`src/rtl/pe_pkg.sv`:
```
// pe_pkg: shared widths and window bit mapping for the convolution PE and its feeders
package pe_pkg;
    localparam int BIT_W = 8;
    localparam int CH_N = 2;
    localparam int K = 3;
    localparam int PIX_W = CH_N * BIT_W;
    localparam int PE_IMAGE_W = CH_N * K * K * BIT_W;
    function automatic int win_msb(int c, int r, int k);
        return PE_IMAGE_W - 1 - BIT_W * (K * K * c + K * r + k);
    endfunction
endpackage

```
`src/rtl/pe_line_mem.sv`:
```
// pe_line_mem: one image row of pixels, synchronous write / asynchronous read at a shared address
module pe_line_mem import pe_pkg::*; #(
    parameter int DEPTH = 16
) (
    input  logic                     clk,
    input  logic                     we,
    input  logic [$clog2(DEPTH)-1:0] addr,
    input  logic [PIX_W-1:0]         wdata,
    output logic [PIX_W-1:0]         rdata
);
    logic [PIX_W-1:0] mem [DEPTH];
    assign rdata = mem[addr];
    always_ff @(posedge clk)
        if (we) mem[addr] <= wdata;
endmodule

```
`src/rtl/pe_window_gen.sv`:
```
// pe_window_gen: turns a raster pixel stream into valid-only 3x3x2 windows for the PE
module pe_window_gen import pe_pkg::*; #(
    parameter int IMG_W = 16,
    parameter int IMG_H = 16
) (
    input  logic                  i_clk,
    input  logic                  i_rst,
    input  logic                  i_valid,
    output logic                  o_ready,
    input  logic                  i_sof,
    input  logic [PIX_W-1:0]      i_pixel,
    output logic                  o_valid,
    input  logic                  i_ready,
    output logic [PE_IMAGE_W-1:0] o_window
);
    localparam int CW = $clog2(IMG_W);
    localparam int RW = $clog2(IMG_H);
    logic [CW-1:0] col, cur_col;
    logic [RW-1:0] row, cur_row;
    logic acc, col_end;
    logic [PIX_W-1:0] lb0_q, lb1_q;
    logic [BIT_W-1:0] win [CH_N][K][K];
    assign o_ready = i_ready | ~o_valid;
    assign acc = i_valid & o_ready;
    // an accepted sof pixel restarts the frame regardless of where the counters are
    assign cur_col = i_sof ? '0 : col;
    assign cur_row = i_sof ? '0 : row;
    assign col_end = cur_col == CW'(IMG_W - 1);
    pe_line_mem #(.DEPTH(IMG_W)) lb0 (.clk(i_clk), .we(acc), .addr(cur_col), .wdata(i_pixel), .rdata(lb0_q));
    pe_line_mem #(.DEPTH(IMG_W)) lb1 (.clk(i_clk), .we(acc), .addr(cur_col), .wdata(lb0_q), .rdata(lb1_q));
    always_ff @(posedge i_clk or posedge i_rst)
        if (i_rst) begin
            col <= '0;
            row <= '0;
            o_valid <= 1'b0;
        end else if (acc) begin
            col <= col_end ? '0 : cur_col + 1'b1;
            row <= col_end ? (cur_row == RW'(IMG_H - 1) ? '0 : cur_row + 1'b1) : cur_row;
            o_valid <= cur_row >= RW'(2) && cur_col >= CW'(2);
        end else if (i_ready) begin
            o_valid <= 1'b0;
        end
    always_ff @(posedge i_clk or posedge i_rst)
        if (i_rst) begin
            for (int i = 0; i < CH_N; i++)
                for (int j = 0; j < K; j++)
                    for (int m = 0; m < K; m++)
                        win[i][j][m] <= '0;
        end else if (acc) begin
            for (int i = 0; i < CH_N; i++) begin
                for (int j = 0; j < K; j++) begin
                    win[i][j][0] <= win[i][j][1];
                    win[i][j][1] <= win[i][j][2];
                end
                win[i][0][2] <= lb1_q[PIX_W-1-BIT_W*i -: BIT_W];
                win[i][1][2] <= lb0_q[PIX_W-1-BIT_W*i -: BIT_W];
                win[i][2][2] <= i_pixel[PIX_W-1-BIT_W*i -: BIT_W];
            end
        end
    for (genvar c = 0; c < CH_N; c++) begin : g_ch
        for (genvar r = 0; r < K; r++) begin : g_row
            for (genvar k = 0; k < K; k++) begin : g_col
                assign o_window[win_msb(c, r, k) -: BIT_W] = win[c][r][k];
            end
        end
    end
endmodule
```
`config.mk`:
```
export PLATFORM = sky130hd
export DESIGN_NAME = pe_window_gen
export DESIGN_NICKNAME = d
export VERILOG_FILES = /design/src/rtl/pe_pkg.sv /design/src/rtl/pe_line_mem.sv /design/src/rtl/pe_window_gen.sv
export SDC_FILE = /design/constraint.sdc
export NUM_CORES = 1
export LEC_CHECK = 0
export ABC_AREA = 1
export CORE_ASPECT_RATIO = 0.8
export CORE_MARGIN = 1.5
export CORE_UTILIZATION = 59
export DETAILED_ROUTE_END_ITERATION = 7
export PLACE_DENSITY = 0.82
export SETUP_SLACK_MARGIN = 0.4
export SLEW_MARGIN = 10
export SYNTH_ARGS = -nofsm -noshare
export SYNTH_HDL_FRONTEND = slang
export SYNTH_HIERARCHICAL = 1
export SYNTH_SLANG_ARGS = --single-unit
```
`constraint.sdc`:
```
create_clock -name i_clk -period 5.6 [get_ports i_clk]
set_clock_uncertainty 0.05 [all_clocks]
set_input_delay 0.56 -clock i_clk [delete_from_list [all_inputs] [get_ports i_clk]]
set_output_delay 0.56 -clock i_clk [all_outputs]
set_load 0.01 [all_outputs]
```
==> results of run 1 <==
per-layer routing:
metal / GRT usage, % / vias to the layer above / part of all wire [%]
met4: 12.2 / 2 / 3.9
met5: 0 / - / 0.019
met1: 39.2 / 9571 / 39
li1: - / 9011 / -
met2: 46.2 / 1071 / 47
met3: 6.07 / 194 / 9.8
cells by family after synthesis:
| family | share of synthesized area (%) |
|---|---|
| DFF | 69.7 |
| buffers and inverters | 4.88 |
| AOI/OAI and AO/OA | 1.95 |
| xor gates and xnor gates | 0.0318 |
| and+or+nand+nor | 23.4 |
placed cells by master, fill, tap and decap left out, types with 4 or more instances in the layout:
cell	n
nand2_1	1643
edfxtp_1	512
clkdlybuf4s50_1	166
dfrtp_1	153
inv_1	136
o21ai_0	91
clkbuf_16	68
buf_4	45
nor2_1	33
nand3_1	15
clkbuf_1	14
clkinv_2	12
o21ai_1	10
clkinv_1	8
nor2_2	7
clkbuf_8	6
inv_6	5
bufinv_16	4
metrics by stage:
stage          cells  utilization [%]  instance area [µm²]  hold WS [ns]
6_report        3562             69.1                31700         0.429
5_1_grt         3562             69.1                31700         0.447
4_1_cts         3562             69.1                31700         0.433
3_5_place_dp    3442             64.4                29600         0.416
3_3_place_gp    3442             64.4                29600         0.413
2_1_floorplan   2744                -                27500         0.425
worst min-delay path by stage:
stage / startpoint / to / slack (ns) / depth (start not counted)
floorplan: col[0] / col[0] / 0.42 / 2
global route: o_window[94] / o_window[94] / 0.45 / 2
finish: o_window[41] / o_window[41] / 0.43 / 2
detailed placement: o_window[67] / o_window[67] / 0.42 / 2
global placement: o_window[88] / o_window[88] / 0.41 / 2
CTS: o_window[90] / o_window[90] / 0.43 / 2
power groups by stage:
| stage | Combinational [W] | Sequential, W | Clock (W) |
|---|---|---|---|
| final | 0.00160 | 0.00585 | 0.00436 |
| after detailed placement | 0.00156 | 0.00593 | 0 |
| after global routing | 0.00175 | 0.00587 | 0.00460 |
| after CTS | 0.00159 | 0.00585 | 0.00439 |
| after global placement | 0.00152 | 0.00593 | 0 |
| after floorplan | 0.000765 | 0.00598 | 0 |
final cells by class:
type                       count  area, µm²
inverter                     142        546
fill                        3158      14200
multi-input combinational   1811       7020
clock buffer                  89       1840
sequential                   665      19200
timing repair buffer         212       2020
tap                          612        766
clock inverter                31        294
critical path, cell delays in order:
cell,delay [ns]
clkdlybuf4s50_1,0.62
inv_1,0.18
nand2_1,0.14
inv_4,0.21
inv_2,0.54
buf_4,0.47
nand3_1,0.24
nor2_1,0.62
buf_4,0.31
state kept, by name (all words and copies together), names as in the netlist:
signal and count:
row 4, lb1/mem 256, col 4, o_window 144, o_valid 1, lb0/mem 256
==> run metrics, run 1 <==
antenna violations before repair=1; maximum vdd ir drop=0.264 mV; fin nets=2919; DP Worst Slack=1.33 ns; cells after synthesis=2744; grt total ovfl=0; Post-synth top cells=nand2_1 (1643), edfxtp_1 (512), dfrtp_1 (153), inv_1 (140), o21ai_0 (91); cell area after synthesis=27500 µm²; Iteration-0 DRC Markers=2412; slew margin rel.=27.6%; HP Class=register to register; Die X=245 µm; largest net degree at the start of global routing=205; min Tclk post-route=3.73 ns; R2R Path End=o_window[127]; Area Overhead vs Synth=15.0%; critical path endpoint=lb0/mem[0][4]; fraction of registers with async set/reset=23.0%; clk slew on worst S/H paths=0.06 ns; # diodes=0; IO buf count=166; PnR worst setup slack=1.87 ns; FF+latch count, synth=665; area leader, netlist=edfxtp_1; Switching Share=25.8%; slew of the pin with the lowest slew margin=1.09 ns; Pwr per Cell Area=373 nW/µm²; CTS Buf Count=66; top cell type's share of synthesized area=55.8%; layout cell share with drive strength beyond 1=5.46%; vias=19849; PostCTS Resize Cnt=0; nature of the critical path endpoint=register; count of cell types in the netlist=23; DIE HEIGHT=196 µm; clock root buffer=clkbuf_16; Fmax=0.268 GHz; sequential share of power=49.5%; FF-to-FF Start=col[0]; status=complete, no violations; Max Slew Vio Count=0; Comb power frac=13.5%; # Post-CTS Setup Buffers=0; most common cell in the netlist=nand2_1; hold_buf cts=0; FP Rows=70; reg-to-reg setup timing slack=2.22 ns; internal power=0.00876 W; die area=48000 µm²; crit path kind=input pin to register; Total Routing Usage GR=29.0%; CTS sink cnt=665; CTS tree=built; Final setup viols=0; clock share of power=36.9%; average cell area after synthesis=10.0 µm²; final hold vios=0; leakage=13.9 nW; number of synthesized flops with an enable pin=512; final wirelength=68.4 mm; critical path arrival=3.97 ns; MaxCap Viol Count=0; Worst Setup SP=i_sof; fin crit share=66.6%; WP data required=5.84 ns; Antenna Nets Post-Route=0; GPL Wtd Cong=0.872; Warnings, synthesis=6; first-pass GRT wire length=107 mm; sw power=0.00305 W; routed vias/inst=5.57; Pre-Repair DR Iteration Count=6; reg2reg path depth=15; Syn Nets=2765; Final TNS setup=0 ns; wire length per cell=19.2 µm; DRC=0; vias in the first global route=19787; CP startpoint kind=input pin; Crit Path Max Fanout=59; Worst-Skew Late Latency=0.61 ns; total core area=45900 µm²; H-tree lvl count=3; ys flop type=edfxtp_1; CTS max path bufs=3; Seq/Total Area, Yosys=69.7%; RSZ-0062 raised after global routing=no; total power=0.0118 W; Ports=167; HPWL after DPL=40.5 mm; top area cells in the synthesized netlist=edfxtp_1 (56%), nand2_1 (22%), dfrtp_1 (14%), inv_1 (1.9%), o21ai_0 (1.7%); initial cell density of the core=60.0%
(Power assumes the default switching activity.)
==> inputs of run 2 (changes only) <==
- clock period: 5.6 -> 3.7 ns (I/O delays scaled with it)
==> run metrics, run 2 (same netlist as run 1, synthesis figures left out) <==
status=complete, no violations; IO buf count=166 (unchanged); layout cell share with drive strength beyond 1=7.55% (+2.1 points); slew of the pin with the lowest slew margin=0.952 ns (-0.134 ns); Total Routing Usage GR=29.6% (+0.56 points); routed vias/inst=5.57 (-0.13%); min Tclk post-route=2.61 ns; Die X=245 µm (unchanged); CP startpoint kind=register; clock root buffer=clkbuf_16; Pwr per Cell Area=562 nW/µm² (+51%); fin crit share=70.6%; maximum vdd ir drop=0.394 mV (+49%); initial cell density of the core=60.0% (unchanged); PostCTS Resize Cnt=0 (unchanged); commonest cells after routing, fill and taps aside=nand2_1 (1643), edfxtp_1 (512), clkdlybuf4s50_1 (166); vias=20135 (+1.4%); Pre-Repair DR Iteration Count=5 (-1); leakage=14.3 nW (+2.8%); Final setup viols=0 (unchanged); nature of the critical path endpoint=register; CTS sink cnt=665 (unchanged); hold_buf cts=0 (unchanged); CTS max path bufs=3 (unchanged); vias in the first global route=20085 (+1.5%); WP data required=4.04 ns (-1.80 ns); CTS Buf Count=61 (-7.6%); final wirelength=70.5 mm (+3.0%); fin nets=2974 (+1.9%); Antenna Nets Post-Route=0 (unchanged); HP Class=input pin to asynchronous set/reset pin; final hold vios=0 (unchanged); hold_ws=0.213 ns (-0.216 ns); antenna violations before repair=2 (+1); first-pass GRT wire length=109 mm (+2.5%); crit path kind=register to register; MaxCap Viol Count=0 (unchanged); slew margin rel.=36.4% (+8.7 points); largest net degree at the start of global routing=83 (-60%); wire length per cell=19.5 µm (+1.4%); grt total ovfl=0 (unchanged); # Post-CTS Setup Buffers=0 (unchanged); Area Overhead vs Synth=17.3%; Crit Path Max Fanout=53 (-10%); Fmax=0.383 GHz; Iteration-0 DRC Markers=2556 (+6.0%); RSZ-0062 raised after global routing=no; FP Rows=70 (unchanged); DRC=0 (unchanged); post-layout util=70.4% (+1.3 points); DIE HEIGHT=196 µm (unchanged); Worst-Skew Late Latency=0.65 ns (+0.04 ns); die area=48000 µm² (unchanged); clk slew on worst S/H paths=0.07 ns (about the same); total power=0.0182 W (+54%); total core area=45900 µm² (unchanged); CTS tree=built; Final TNS setup=0 ns (unchanged); HPWL after DPL=43.2 mm (+6.6%); H-tree lvl count=2 (-1); Ports=167 (unchanged); commonest non-fill, non-tap cell in the layout=nand2_1; critical path arrival=2.95 ns (-1.02 ns); GPL Wtd Cong=0.885 (+1.5%); Max Slew Vio Count=0 (unchanged)
-- run 2: changes by cell type in the layout (fill, tap and decap cells not counted), moves of 3 or more --
cell,change
buf_12,+9
buf_4,+51
bufinv_16,+3
clkbuf_1,-9
clkinv_1,-5
clkinv_2,+5
clkinvlp_4,+3
inv_16,+3
inv_6,-5
nor2_1,+3
nor2_2,-3
-- run 2: area by class of cell --
class / count / area, µm²
Fill cell: 2988 / 13600
Multi-Input combinational cell: 1811 / 7010
Clock buffer: 77 / 1750
Sequential cell: 665 / 19200
Tap cell: 612 / 766
Antenna cell: 1 / 2.50
Timing Repair Buffer: 272 / 2580
Clock inverter: 38 / 439
Inverter: 142 / 544
-- run 2: where the power goes --
group / switching (W) / internal, W / total, W / leakage, nW
sequential: 0.000243 / 0.00860 / 0.00884 / 6.58
clock: 0.00288 / 0.00389 / 0.00676 / 1.09
combinational: 0.00164 / 0.000915 / 0.00256 / 6.59
-- run 2: per-layer routing --
| metal | up-vias | global-route usage, % | share of wire (%) |
|---|---|---|---|
| met5 | - | 0 | 0.021 |
| met4 | 2 | 11.3 | 3.3 |
| met3 | 185 | 6.74 | 11 |
| met2 | 1169 | 47.7 | 48 |
| met1 | 9655 | 39.4 | 38 |
| li1 | 9124 | - | - |
-- run 2: worst paths after layout --
path / cells after the start / slack (ns) / end / startpoint
worst min-delay path: 2 / 0.21 / o_window[69] / i_rst
min in group i_clk: 2 / 0.43 / o_window[41] / o_window[41]
max in group asynchronous: 3 / 2.55 / o_window[102] / i_rst
worst min register to register: 2 / 0.43 / o_window[41] / o_window[41]
worst max-delay path: 13 / 1.09 / lb1/mem[8][15] / col[0]
worst max register to register: 13 / 1.09 / lb1/mem[8][15] / col[0]
-- run 2: per-stage QoR --
stage          cells  setup slack (ns)  area, µm²
2_1_floorplan   2744              1.26      27600
3_5_place_dp    3502             0.578      30100
5_1_grt         3618             0.905      32300
3_3_place_gp    3502             0.659      30100
6_report        3618              1.09      32300
4_1_cts         3617              1.10      32300
-- run 2: critical path: stages, from the launching register on --
cell and delay [ns]:
dfrtp_1 0.38, inv_1 0.08, nor2_4 0.31, inv_4 0.22, buf_12 0.25, nand2_1 0.09
nand2_1 0.05, nand2_1 0.06, nand2_1 0.05, nand2_1 0.05, nand2_1 0.06, inv_1 0.05
nand2_1 0.31, buf_4 0.29
==> inputs of run 3 (changes only) <==
- CORE_UTILIZATION: 59 -> 54
- PLACE_DENSITY: 0.82 -> 0.79
- clock period: 3.7 -> 2.15 ns (I/O delays scaled with it)
==> run metrics, run 3 (same netlist as run 1, synthesis figures left out) <==
GPL Wtd Cong=0.878 (-0.80%); Switching Share=27.2% (+0.92 points); Die X=256 µm (+4.5%); kind of cell adding the most delay to the critical path=buffers and inverters; CTS tree=built; WP data required=2.47 ns (-1.57 ns); Pre-Repair DR Iteration Count=7 (+2); clock share of power=35.0% (-2.2 points); CTS sink cnt=665 (unchanged); Hold Path Sink=lb0/mem[10][7]; Area Overhead vs Synth=27.4%; WP buf/inv=6 (+1); layout cell share with drive strength beyond 1=14.0% (+6.4 points); critical path arrival=2.50 ns (-0.45 ns); FP Rows=73 (+4.3%); clk slew on worst S/H paths=0.06 ns (about the same); Iteration-0 DRC Markers=3272 (+28%); most used cell, CP=nand2_1; Ports=167 (unchanged); CTS max path bufs=3 (unchanged); Pwr per Cell Area=916 nW/µm² (+63%); total core area=50100 µm² (+9.1%); FILL cells=3211 (+7.5%); HP Class=input pin to register; R2R Path End=lb1/mem[15][11]; reg-to-reg setup timing slack=-0.03 ns (-1.12 ns); DIE HEIGHT=205 µm (+4.5%); commonest cells after routing, fill and taps aside=nand2_1 (1597), edfxtp_1 (512), clkdlybuf4s50_1 (165); Final setup viols=16 (+16); initial cell density of the core=55.0% (-5.0 points); HPWL after DPL=47.6 mm (+10%); Slowest-stage cell, CP=dfrtp_1; min Tclk post-route=2.18 ns (-0.431 ns); grt total ovfl=0 (unchanged); status=finished with violations; slew margin rel.=42.7% (+6.4 points); internal power=0.0234 W (+75%); sequential share of power=47.4% (-1.3 points); Max Slew Vio Count=0 (unchanged); commonest non-fill, non-tap cell in the layout=nand2_1; first-pass GRT wire length=120 mm (+9.4%); Antenna Nets Post-Route=0 (unchanged); MaxCap Viol Count=0 (unchanged); DRC=0 (unchanged); CP cell instances=inv_2, nor2_4, buf_4, buf_12, clkbuf_16, nand2_1, nand2_1, nand2_1, nand2_1, nand2_1, nand2_1, inv_2, nand2_8, clkbuf_16; wire length per cell=22.2 µm (+14%); nature of the critical path endpoint=register; routed vias/inst=5.74 (+3.2%); CP startpoint kind=register; failing checks=setup timing; clock root buffer=clkbuf_16; final hold vios=0 (unchanged); CTS Buf Count=66 (+8.2%); RSZ-0062 raised after global routing=yes; Total Routing Usage GR=30.1% (+0.48 points); Crit Path Max Fanout=9 (-83%); vias=21697 (+7.8%); sw power=0.00873 W (+83%); IO buf count=166 (unchanged); min-delay src=i_pixel[7]; Comb power frac=17.6% (+3.5 points); fin crit share=101% (+31 points); DP Worst Slack=-0.462 ns (-1.04 ns); # diodes=0 (-1); post-layout util=70.1% (-0.25 points); total power=0.0321 W (+77%); Final TNS setup=-0.359 ns (-0.359 ns); PnR worst setup slack=-0.0320 ns (-1.12 ns); reg2reg path depth=14 (+1); WHS Path Cells=1; Fmax=0.458 GHz (+20%); H-tree lvl count=3 (+1); largest net degree at the start of global routing=73 (-12%); crit path kind=register to register; CP max stage delay=0.39 ns (about the same); Worst-Skew Late Latency=0.61 ns (-0.04 ns); antenna violations before repair=1 (-1); final wirelength=83.9 mm (+19%); die area=52400 µm² (+9.1%); leakage=15.2 nW (+6.4%); fin nets=3073 (+3.3%); vias in the first global route=20839 (+3.8%); maximum vdd ir drop=0.847 mV (+120%); FF-to-FF Start=col[0]; slew of the pin with the lowest slew margin=0.856 ns (-0.0954 ns)
[run 3: through the flow]
step           instance area (µm²)  std cells  hold WS, ns
3_5_place_dp                 32000       3614        0.415
6_report                     35100       3778        0.338
4_1_cts                      34400       3750        0.321
5_1_grt                      35100       3778        0.332
3_3_place_gp                 32000       3614        0.412
2_1_floorplan                28100       2744        0.264
[run 3: power groups by stage]
stage               Clock [W]  Sequential, W  Combinational, W
finish                 0.0113         0.0152           0.00567
CTS                    0.0113         0.0152           0.00517
global route           0.0118         0.0153           0.00599
global placement            0         0.0154           0.00471
floorplan                   0         0.0156           0.00214
detailed placement          0         0.0154           0.00484
[run 3: cell type report]
cell class	count	area (µm²)	area share [%]
Clock buffer	102	2000	5.70
Clock inverter	17	88.8	0.253
Inverter	142	624	1.78
Multi-Input combinational cell	1823	7850	22.4
Sequential cell	665	19200	54.7
Tap cell	675	845	2.41
Timing Repair Buffer	354	4490	12.8
[run 3: repair_timing]
item / CTS / global route
gates cloned: 13 / 19
pin swaps: 9 / 9
resized for setup: 56 / 83
hold buffers: 1 / 0
setup endpoints to repair: 946 / 946
setup buffers: 3 / 9
hold endpoints to repair: 9 / 0
[run 3: worst max-delay path by stage]
| stage | from | to | slack [ns] | depth (start not counted) |
|---|---|---|---|---|
| final | col[0] | lb1/mem[15][11] | -0.03 | 14 |
| after detailed placement | i_sof | o_window[27] | -0.46 | 15 |
| after CTS | col[0] | o_window[102] | 0.1 | 14 |
| after global routing | col[0] | lb1/mem[12][11] | -0.10 | 14 |
| after floorplan | i_rst | col[0] | -0.05 | 1 |
| after global placement | i_sof | o_window[27] | -0.37 | 15 |
[run 3: per-layer routing]
metal  routed length [µm]  global-route usage (%)  vias up
li1                     -                       -     9375
met1                30200                    40.2    10390
met2                39000                    47.7     1627
met3                10800                    6.51      305
met4                 3900                    13.7        0
met5                    0                       0        -
[run 3: worst reg2reg max path: cells and delay by family, from the launching register on]
family,cells,cell delay (ns)
buffers and inverters,6,0.83
and+or+nand+nor,8,0.69
DFF,1,0.39
